<file path="src/rtl/keypad_entry.sv">
// Keypad press decoder and BCD time-entry register. Finished entries are
// offered to the countdown timer over a valid/ready handshake.
module keypad_entry #(
    parameter int NUM_DIGITS = 4
) (
    input  logic                    clk,
    input  logic                    clear,
    input  logic [9:0]              keys,
    input  logic                    key_start,
    input  logic                    key_cancel,
    input  logic                    db_ok,
    input  logic                    entry_en,
    output logic [4*NUM_DIGITS-1:0] digits,
    output logic [3:0]              digit_cnt,
    output logic                    key_pulse,
    output logic                    load_valid,
    input  logic                    load_ready,
    output logic [4*NUM_DIGITS-1:0] time_out
);
    localparam int W = 4 * NUM_DIGITS;

    typedef enum logic [1:0] {IDLE, DECODE, HOLD, OFFER} state_t;

    state_t         state, state_nx;
    logic [W-1:0]   digits_nx, time_out_nx;
    logic [3:0]     cnt_nx;
    logic           pulse_nx;
    logic [11:0]    lines;
    logic           any_key;
    logic [3:0]     n_high;
    logic [3:0]     digit_val;
    logic           single;

    assign lines   = {key_cancel, key_start, keys};
    assign any_key = |lines;
    assign single  = (n_high == 4'd1);

    always_comb begin
        n_high    = '0;
        digit_val = '0;
        for (int i = 0; i < 12; i++) n_high = n_high + 4'(lines[i]);
        for (int i = 0; i < 10; i++) if (keys[i]) digit_val = 4'(i);
    end

    always_ff @(posedge clk or negedge clear) begin
        if (!clear) begin
            state     <= IDLE;
            digits    <= '0;
            digit_cnt <= '0;
            key_pulse <= 1'b0;
            time_out  <= '0;
        end else begin
            state     <= state_nx;
            digits    <= digits_nx;
            digit_cnt <= cnt_nx;
            key_pulse <= pulse_nx;
            time_out  <= time_out_nx;
        end
    end

    always_comb begin
        state_nx    = state;
        digits_nx   = digits;
        cnt_nx      = digit_cnt;
        time_out_nx = time_out;
        pulse_nx    = 1'b0;
        case (state)
            IDLE: if (db_ok && any_key) state_nx = DECODE;
            DECODE: begin
                state_nx = HOLD;
                if (single) begin
                    if (key_cancel) begin
                        digits_nx = '0;
                        cnt_nx    = '0;
                        pulse_nx  = 1'b1;
                    end else if (key_start) begin
                        if (entry_en && digit_cnt != 4'd0) begin
                            time_out_nx = digits;
                            pulse_nx    = 1'b1;
                            state_nx    = OFFER;
                        end
                    end else if (entry_en && digit_cnt < 4'(NUM_DIGITS)) begin
                        digits_nx = {digits[W-5:0], digit_val};
                        cnt_nx    = digit_cnt + 4'd1;
                        pulse_nx  = 1'b1;
                    end
                end
            end
            HOLD: if (!any_key) state_nx = IDLE;
            OFFER: begin
                // A transfer beats a simultaneous cancel; HOLD absorbs the held cancel.
                if (load_ready) begin
                    digits_nx = '0;
                    cnt_nx    = '0;
                    state_nx  = HOLD;
                end else if (key_cancel && db_ok) begin
                    digits_nx = '0;
                    cnt_nx    = '0;
                    pulse_nx  = 1'b1;
                    state_nx  = HOLD;
                end
            end
            default: state_nx = IDLE;
        endcase
    end

    // Derived from the state register so an asynchronous clear drops it at once.
    assign load_valid = (state == OFFER);
endmodule

</file>
<file path="config.mk">
export PLATFORM = sky130hd
export DESIGN_NAME = keypad_entry
export DESIGN_NICKNAME = d
export VERILOG_FILES = /design/src/rtl/keypad_entry.sv
export SDC_FILE = /design/constraint.sdc
export NUM_CORES = 1
export LEC_CHECK = 0
export BUFFER_PORTS_ARGS = -buffer_cell sky130_fd_sc_hd__buf_2
export CAP_MARGIN = 20
export CORE_MARGIN = 2
export CORE_UTILIZATION = 47
export DETAILED_ROUTE_END_ITERATION = 8
export GPL_TIMING_DRIVEN = 0
export PLACE_DENSITY = 0.79
export RECOVER_POWER = 100
export SYNTH_ARGS = -nofsm -noshare
export SYNTH_HDL_FRONTEND = slang
export SYNTH_SLANG_ARGS = --single-unit
</file>
<file path="constraint.sdc">
create_clock -name clk -period 1.85 [get_ports clk]
set_input_delay 0 -clock clk [delete_from_list [all_inputs] [get_ports clk]]
set_output_delay 0 -clock clk [all_outputs]
set_load 0.02 [all_outputs]
</file>
After elaboration in Yosys (flattened, before gate mapping)
Cells that the tools add are included.
Operators by class
  $add $sub $neg: 12
  magnitude comparators: 1
  eq/ne operators: 10
  mux-type cells: 40
  bitwise gates (word level): 1
  reductions and logical operators: 11
Operators by type and width (count)
  16-bit two-way mux: 6
  4-bit two-way mux: 13
  4-bit by 1-bit adder with 4-bit output: 8
  16-bit one-hot mux with 2 select lines: 1
  1-bit two-way mux: 12
  12-bit OR reduction: 1
  2-bit two-way mux: 5
  5-bit AND reduction: 2
  2-bit one-hot mux with 4 select lines: 1
  4-bit one-hot mux with 2 select lines: 1
  2-bit != test (second input constant): 3
  3-bit != test (second input constant): 2
  3-bit by 1-bit adder with 4-bit output: 1
  4-bit by 1-bit adder with 4-bit output (second input constant): 1
  2-bit equality test (second input constant): 2
  4-bit by 1-bit equality test with 1-bit output (second input constant): 1
  1-bit logical AND: 4
  4-bit by 3-bit < comparator with 1-bit output (second input constant): 1
  4-bit nonzero test: 1
  2-bit by 1-bit adder with 3-bit output: 1
  3-bit by 1-bit != test with 1-bit output (second input constant): 1
  3-bit AND reduction: 1
  1-bit by 1-bit adder with 2-bit output: 1
  2-bit by 1-bit equality test with 1-bit output (second input constant): 1
  other kinds (4): 4
Storage, ports and cells
  register bits: 39
  word-level logic and storage cells: 80

Logic depth before layout (Yosys ltp)
Gate-level depths: netlist of the first run.
  depth in word-level cells: 14
  depth in mapped cells: 14
  depth with buffers taken out: 13

Worst setup path before layout of the first run
No wires, ideal clock.
  path type: input to register
  start point: input port keys[0]
  end point: register time_out[10]
  arrival: 3.860 ns
  data required time: 1.725 ns
  slack: -2.136 ns
  cell stages on the path: 14
  cells stage by stage: fa_1 fa_1 inv_1 fa_1 fa_1 inv_1 ha_1 inv_1 fa_1 nor2_1 a31oi_1 a2111oi_4 buf_6 mux2_4
Between the ends
  word-level cells in the longest chain between the ends: 13
Ends and longest elaborated chain
  start, declared: RTL line 8  | input logic [9:0] keys,
  1-bit by 1-bit adder with 2-bit output: RTL line 41  | for (int i = 0; i < 12; i++) n_high = n_high + 4'(lines[i]);
  2-bit by 1-bit adder with 3-bit output: RTL line 41
  3-bit by 1-bit adder with 4-bit output: RTL line 41
  4-bit by 1-bit adder with 4-bit output (8 in a row): RTL line 41
  4-bit by 1-bit equality test with 1-bit output: RTL line 36  | assign single = (n_high == 4'd1);
  5-bit AND reduction (no line)
  end signal, assigned: RTL line 57  | time_out <= time_out_nx;
  end, declared: RTL line 18  | output logic [4*NUM_DIGITS-1:0] time_out
No other way between the ends.
A chain may end at the register's enable or synchronous reset.

Final worst setup path of the first run
  start point: input port keys[0]
  end point: register time_out[6]
The elaborated chain is that of the path after synthesis.

==> results of run 1 <==
[cells in the mapped netlist, types with 3 or more instances]
| cell | n |
|---|---|
| sky130_fd_sc_hd__dfrtp_1 | 39 |
| sky130_fd_sc_hd__mux2_4 | 9 |
| sky130_fd_sc_hd__nor4_1 | 3 |
| sky130_fd_sc_hd__clkbuf_1 | 4 |
| sky130_fd_sc_hd__nor2_1 | 8 |
| sky130_fd_sc_hd__nand2_1 | 36 |
| sky130_fd_sc_hd__inv_1 | 20 |
| sky130_fd_sc_hd__mux2i_1 | 16 |
| sky130_fd_sc_hd__nor3_1 | 3 |
| sky130_fd_sc_hd__ha_1 | 7 |
| sky130_fd_sc_hd__fa_1 | 7 |
| sky130_fd_sc_hd__mux2_2 | 7 |
| sky130_fd_sc_hd__a21oi_1 | 4 |
[worst register-to-register path, cell delays in order, from the launching register on]
cell,delay (ns)
sky130_fd_sc_hd__dfrtp_1,0.42
sky130_fd_sc_hd__and2_2,0.20
sky130_fd_sc_hd__clkbuf_1,0.14
sky130_fd_sc_hd__nor2_1,0.42
sky130_fd_sc_hd__clkbuf_1,0.41
sky130_fd_sc_hd__nand2_1,0.10
sky130_fd_sc_hd__mux2i_1,0.15
[registers in the layout, summed over array words and instances, names as in the netlist]
name and flops:
time_out 16, key_pulse 1, digits 16, state 2
digit_cnt 4
[report_power, final]
group | switching, mW | internal (mW) | total, mW
combinational | 0.315 | 0.234 | 0.549
clock | 0.278 | 0.292 | 0.570
sequential | 0.0101 | 0.861 | 0.871
total | 0.603 | 1.39 | 1.99
[cell families (layout without fill, tap and decap cells)]
logic type | count (synthesis) | in the layout | synth area share
flip-flops | 39 | 39 | 0.459
AND/OR/NAND/NOR | 61 | 61 | 0.130
buffers and inverters | 28 | 99 | 0.0542
AO/OA/AOI/OAI | 19 | 19 | 0.0736
multiplexers | 32 | 32 | 0.176
adder cells (fa/ha/maj) | 14 | 14 | 0.107
[final cells by class]
class / count / area, um^2
plain buffers: 7 / 52.6
clock buffers: 6 / 82.6
clock inverters: 1 / 5.00
fillers: 360 / 1640
inverters: 21 / 78.8
multi-input cells: 126 / 1100
flip-flops and latches: 39 / 976
well taps: 52 / 65.1
repair buffers: 64 / 347
[metal layers]
| metal | wire length [um] | share of wire | vias up | global-route usage |
|---|---|---|---|---|
| li1 | - | - | 789 | - |
| met3 | 297 | 0.063 | 5 | 0.0464 |
| met5 | 0 | 0 | - | 0 |
| met1 | 2040 | 0.43 | 795 | 0.256 |
| met4 | 46 | 0.0097 | 0 | 0.0440 |
| met2 | 2360 | 0.50 | 60 | 0.348 |
[per-stage QoR]
step / power, mW / instance area, um^2 / utilization / hold slack, ns / setup TNS [ns]
5_1_grt: 2.11 / 2710 / 0.622 / 0.0366 / -69.21
2_1_floorplan: 1.19 / 2140 / - / -0.296 / -68.01
3_3_place_gp: 1.30 / 2470 / 0.568 / 0.157 / -81.08
6_report: 1.99 / 2710 / 0.622 / 0.0389 / -63.98
3_5_place_dp: 1.32 / 2470 / 0.568 / 0.156 / -83.42
4_1_cts: 1.99 / 2700 / 0.620 / 0.0337 / -66.69
[layout by cell type, fill, tap and decap left out, types with 7 or more instances in the layout]
cell type	Yosys	layout
sky130_fd_sc_hd__mux2i_1	16	16
sky130_fd_sc_hd__buf_6	1	10
sky130_fd_sc_hd__clkbuf_1	4	41
sky130_fd_sc_hd__inv_1	20	18
sky130_fd_sc_hd__mux2_4	9	14
sky130_fd_sc_hd__buf_2	2	13
sky130_fd_sc_hd__dfrtp_1	39	39
sky130_fd_sc_hd__nand2_1	36	36
sky130_fd_sc_hd__nor2_1	8	7
[timing repair]
action | CTS | global route
hold endpoints to repair | 39 | 0
gates resized for setup | 22 | 12
cloned | 3 | 0
hold buffers | 1 | 0
buffers inserted | 5 | 1
pin swaps | 4 | 3
setup endpoints to repair | 38 | 38
[worst min-delay path by stage]
stage | startpoint | endpoint | slack, ns | depth (start not counted)
floorplan | clear | digit_cnt[0] | -0.30 | 0
global placement | clear | time_out[8] | 0.16 | 1
detailed placement | clear | time_out[12] | 0.16 | 1
CTS | entry_en | digit_cnt[2] | 0.03 | 3
global route | entry_en | key_pulse | 0.04 | 3
finish | entry_en | digit_cnt[2] | 0.04 | 3
==> parameters.txt, run 1 <==
Parameter                              Value

Finish
  Antenna diode instance count    0
  Layout cell share with drive strength beyond 1    0.254
  NumNets Final    295
  Number of standard cells in the final layout excluding fillers    316
  Area delta synth->final    27.6%

Clock network
  Clock tree from TritonCTS    yes
  CTS Buf Count    5
  Insertion delay to the later sink of the worst-skew pair    0.29 ns
  Clock Path Buffers    2
  Root Buffer    sky130_fd_sc_hd__clkbuf_8
  CTS clock-pin slew for the worst setup and hold paths    0.07 ns
  Clock Sinks    39
  CTS H-tree lvls    2

Critical path
  Reg-to-reg setup timing slack    -0.06 ns
  CP Capture Type    flip-flop
  Worst flop-to-flop path startpoint    state[1]
  Count of buffer and inverter cells on the critical path    6
  Critical path endpoint    time_out[6]
  Number of cells on the worst reg-to-reg path    6
  Delay of the slowest cell on the worst path    0.51 ns
  Worst setup path category    input pin to flip-flop
  Cell count along the critical path    16
  FF-to-FF End    digits[11]
  Critical path startpoint    keys[0]
  Critical Path, Cell by Cell    buf_6, fa_1, fa_1, inv_1, fa_1, fa_1, inv_2, ha_4, inv_2, fa_2, nor2_4, a31oi_4, a2111oi_4, buf_6, buf_6, mux2_2
  Crit-path max FO    4
  Arrival time of data at the critical path endpoint    3.82 ns
  Required time of the critical path    2.02 ns
  Cell class contributing the biggest share of worst-path delay    adder cells
  Slowest CP cell    sky130_fd_sc_hd__fa_1
  Kind of start point of the critical path    input pin
  Most numerous cell on the critical path    sky130_fd_sc_hd__fa_1

Detailed routing
  Violation count after the first detailed-routing iteration    82
  Via density    5.22
  Total wire length    4740 um
  Detailed Routing Iterations Pass 1    4
  Remaining design rule violation count    0
  Detailed-route via count    1,649
  Antenna-violating nets left    0
  WL per Instance    15.0 um

Synthesis
  Synthesized netlist cell count    193
  Post-synthesis register bit count    39
  Yosys Warn Count    0
  Number of synthesized flops with an enable pin    0
  Net count of the mapped netlist    224
  Synth top area share    0.459
  Share of flip-flops with an asynchronous set or reset after synthesis    1.00
  Netlist area before placement    2120 um^2
  Main area contributors after synthesis    sky130_fd_sc_hd__dfrtp_1 (46%), sky130_fd_sc_hd__mux2i_1 (7.5%), sky130_fd_sc_hd__fa_1 (6.6%)
  Synthesized area per cell    11.0 um^2
  Sequential share of the synthesized area    0.459
  Distinct cells, synth    37
  Post-synthesis cell type with the largest combined area    sky130_fd_sc_hd__dfrtp_1
  Dominant register cell in the synthesized netlist    sky130_fd_sc_hd__dfrtp_1

STA
  Fraction of the cycle the final worst path needs    1.97
  Time the worst path needs with I/O delays and setup    3.65 ns
  Final setup violating endpoints    38
  Final worst clock skew    0.00453 ns
  Slew HR    0.378
  Hold violation count in the final report    0
  Post-route worst setup slack    -1.80 ns
  Fmax achieved    274 MHz
  Unrepaired setup endpoints after global routing    yes
  Max-slew violation total from the final report    0
  Pin slew with the least headroom to its limit    0.934 ns

Floorplan
  Boundary pin count    55
  Placeable core area    4350 um^2
  Die height    71.2 um
  Site Rows    24
  Starting density of the core    0.488
  Die Area    5070 um^2
  Chip Width    71.2 um

Placed design
  RePlAce Congestion    0.833
  DPL Wire Length    3370 um
  Number of buffers inserted by port buffering    54
  Number of cells in the design after placement    299
  Placement Setup Slack    -2.57 ns

Hold path
  Type of the most critical hold path    input pin to flip-flop

Power
  Worst VDD drop    0.000527 V
  Ratio of total power to cell area    734 nW/um^2
  Leak Pwr    1.23 nW

GRT
  Number of antenna violations at the first check in global routing    0
  Via count of the first global-routing pass    1,701
  Aggregate global routing overflow    0
  Overall global routing resource usage    0.200
  Pin count of the biggest net entering global routing    40
  Wire length of the first global-routing pass    8060 um

Job
  Number of max-cap violations    0

Status
  Outcome    finished with violations
  Failing checks    negative setup slack
Note: power is estimated with default switching activity, not from simulation.
==> run 2, diff against run 1 <==
Settings changed: CORE_UTILIZATION 47 to 55, PLACE_DENSITY 0.79 to 0.87.
Clock period 1.85 ns to 4.4 ns, I/O delays scaled along.
==> parameters.txt, run 2 (synthesis gave the netlist of run 1 again) <==
Parameter                              Value

GRT
  Pin count of the biggest net entering global routing    40 (unchanged)
  Number of antenna violations at the first check in global routing    0 (unchanged)
  Wire length of the first global-routing pass    6990 um (-13%)
  Via count of the first global-routing pass    1,510 (-11%)
  Overall global routing resource usage    0.217 (+0.0166)
  Aggregate global routing overflow    0 (unchanged)

Placed design
  RePlAce Congestion    0.821 (-1.4%)
  Placement Setup Slack    -0.109 ns (+2.46 ns)
  Number of buffers inserted by port buffering    54 (unchanged)
  DPL Wire Length    3330 um (-1.3%)

Critical path
  Most numerous cell on the critical path    sky130_fd_sc_hd__fa_1
  Worst flop-to-flop path startpoint    state[1]
  Count of buffer and inverter cells on the critical path    5 (-1)
  Worst setup path category    input pin to flip-flop
  Number of cells on the worst reg-to-reg path    5 (-1)
  Slowest CP cell    sky130_fd_sc_hd__a2111oi_4
  FF-to-FF End    time_out[7]
  Delay of the slowest cell on the worst path    0.59 ns (+0.08 ns)
  Critical Path, Cell by Cell    buf_2, fa_1, fa_1, inv_1, fa_1, fa_1, inv_1, ha_1, inv_1, fa_1, nor2_1, a31oi_1, a2111oi_4, buf_6, mux2_4
  CP Capture Type    flip-flop
  Crit-path max FO    10 (+6)
  Required time of the critical path    4.58 ns (+2.56 ns)
  Cell class contributing the biggest share of worst-path delay    adder cells
  Arrival time of data at the critical path endpoint    4.28 ns (+0.46 ns)
  Reg-to-reg setup timing slack    2.27 ns (+2.33 ns)
  Kind of start point of the critical path    input pin

Floorplan
  Die Area    4380 um^2 (-14%)
  Site Rows    22 (-8.3%)
  Boundary pin count    55 (unchanged)
  Die height    66.2 um (-7.1%)
  Starting density of the core    0.576 (+0.0881)
  Placeable core area    3690 um^2 (-15%)
  Chip Width    66.2 um (-7.1%)

Detailed routing
  Total wire length    4360 um (-8.1%)
  Antenna-violating nets left    0 (unchanged)
  Via density    5.44 (+4.3%)
  Remaining design rule violation count    0 (unchanged)
  WL per Instance    14.3 um (-4.5%)
  Detailed-route via count    1,654 (+0.30%)
  Violation count after the first detailed-routing iteration    138 (+68%)
  Detailed Routing Iterations Pass 1    4 (unchanged)

STA
  Worst hold slack    0.0386 ns (-0.000278 ns)
  Fraction of the cycle the final worst path needs    0.932
  Final setup violating endpoints    0 (-100%)
  Time the worst path needs with I/O delays and setup    4.10 ns
  Fmax achieved    244 MHz
  Pin slew with the least headroom to its limit    1.99 ns (+1.06 ns)
  Max-slew violation total from the final report    40 (+40)
  Slew HR    -0.330 (-0.707)
  Final worst clock skew    0.00190 ns (-0.00263 ns)
  Hold violation count in the final report    0 (unchanged)
  Unrepaired setup endpoints after global routing    no
  Post-route worst setup slack    0.299 ns (+2.09 ns)

Clock network
  Insertion delay to the later sink of the worst-skew pair    0.29 ns (about the same)
  CTS H-tree lvls    2 (unchanged)
  Clock Sinks    39 (unchanged)
  CTS Buf Count    5 (unchanged)
  # Post-CTS Setup Buffers    0 (-5)
  Clock Path Buffers    2 (unchanged)
  Root Buffer    sky130_fd_sc_hd__clkbuf_8
  Clock tree from TritonCTS    yes
  CTS clock-pin slew for the worst setup and hold paths    0.07 ns (about the same)

Power
  Design Power    0.767 mW (-61%)
  Ratio of total power to cell area    307 nW/um^2 (-58%)
  Leak Pwr    1.14 nW (-7.4%)
  Worst VDD drop    0.000221 V (-58%)

Hold path
  Worst-case hold path end point    digit_cnt[2]
  Min-delay src    entry_en
  Instance count along the most critical hold path    3 (unchanged)
  Type of the most critical hold path    input pin to flip-flop

Job
  Number of max-cap violations    1 (+1)

Finish
  Most frequent cells in the layout    sky130_fd_sc_hd__clkbuf_1 (46), sky130_fd_sc_hd__dfrtp_1 (39), sky130_fd_sc_hd__nand2_1 (36), sky130_fd_sc_hd__inv_1 (20), sky130_fd_sc_hd__mux2i_1 (16)
  Most frequent standard cell in the layout excluding fill and tap cells    sky130_fd_sc_hd__clkbuf_1
  Largest registers    digits: 16 flops, time_out: 16 flops, digit_cnt: 4 flops
  Area delta synth->final    17.5%
  Antenna diode instance count    0 (unchanged)
  Layout cell share with drive strength beyond 1    0.180 (-0.0741)
  NumNets Final    286 (-3.1%)

Status
  Failing checks    max-capacitance violations, max-slew violations
  Outcome    finished with violations
[run 2: final cells by class]
| cell class | count | area (um^2) |
|---|---|---|
| Clock buffer | 7 | 76.3 |
| Timing Repair Buffer | 55 | 231 |
| Sequential cell | 39 | 976 |
| Inverter | 21 | 78.8 |
| Tap cell | 48 | 60.1 |
| Multi-Input combinational cell | 126 | 1030 |
| Buffer | 7 | 35.0 |
| Fill cell | 315 | 1190 |
| Clock inverter | 1 | 5.00 |
[run 2: timing repair]
action                                  in CTS  in global routing
gates resized for setup                      0                  0
hold buffers                                 1                  0
endpoints found under the hold margin       39                  0
endpoints found under the setup margin       0                  9
[run 2: worst max path at each step]
stage	end	startpoint	slack [ns]	cells past startpoint
2_1_floorplan	time_out[10]	keys[0]	0.41	14
3_5_place_dp	time_out[11]	keys[0]	-0.11	15
4_1_cts	time_out[7]	keys[0]	0.19	15
6_report	time_out[7]	keys[0]	0.30	15
3_3_place_gp	time_out[12]	keys[0]	-0.05	15
5_1_grt	time_out[11]	keys[0]	0.02	15
[run 2: worst min-delay path: cells and delay by family]
family | cells | cell delay [ns]
AOI/OAI and AO/OA | 1 | 0.07
buffers and inverters | 1 | 0.12
and+or+nand+nor | 1 | 0.09
[run 2: metal layers]
| metal | track usage | share of wire | wire length (um) | up-vias |
|---|---|---|---|---|
| met4 | 0.0969 | 0.016 | 68 | 0 |
| met1 | 0.263 | 0.43 | 1850 | 796 |
| li1 | - | - | - | 776 |
| met5 | 0 | 0 | 0 | - |
| met2 | 0.355 | 0.49 | 2110 | 73 |
| met3 | 0.0664 | 0.074 | 322 | 9 |
[run 2: power by group]
group / internal [mW] / total, mW / switching [mW] / leakage (nW)
sequential: 0.362 / 0.366 / 0.00369 / 0.540
combinational: 0.0647 / 0.169 / 0.105 / 0.556
clock: 0.111 / 0.231 / 0.120 / 0.0422
[run 2: metrics by stage]
stage               utilization  instances  setup TNS, ns  instance area, um^2
finish                    0.677        304              0                 2500
global route              0.677        304              0                 2500
CTS                       0.690        304              0                 2550
detailed placement        0.666        295         -0.950                 2450
global placement          0.666        295         -0.413                 2450
floorplan                     -        193              0                 2120
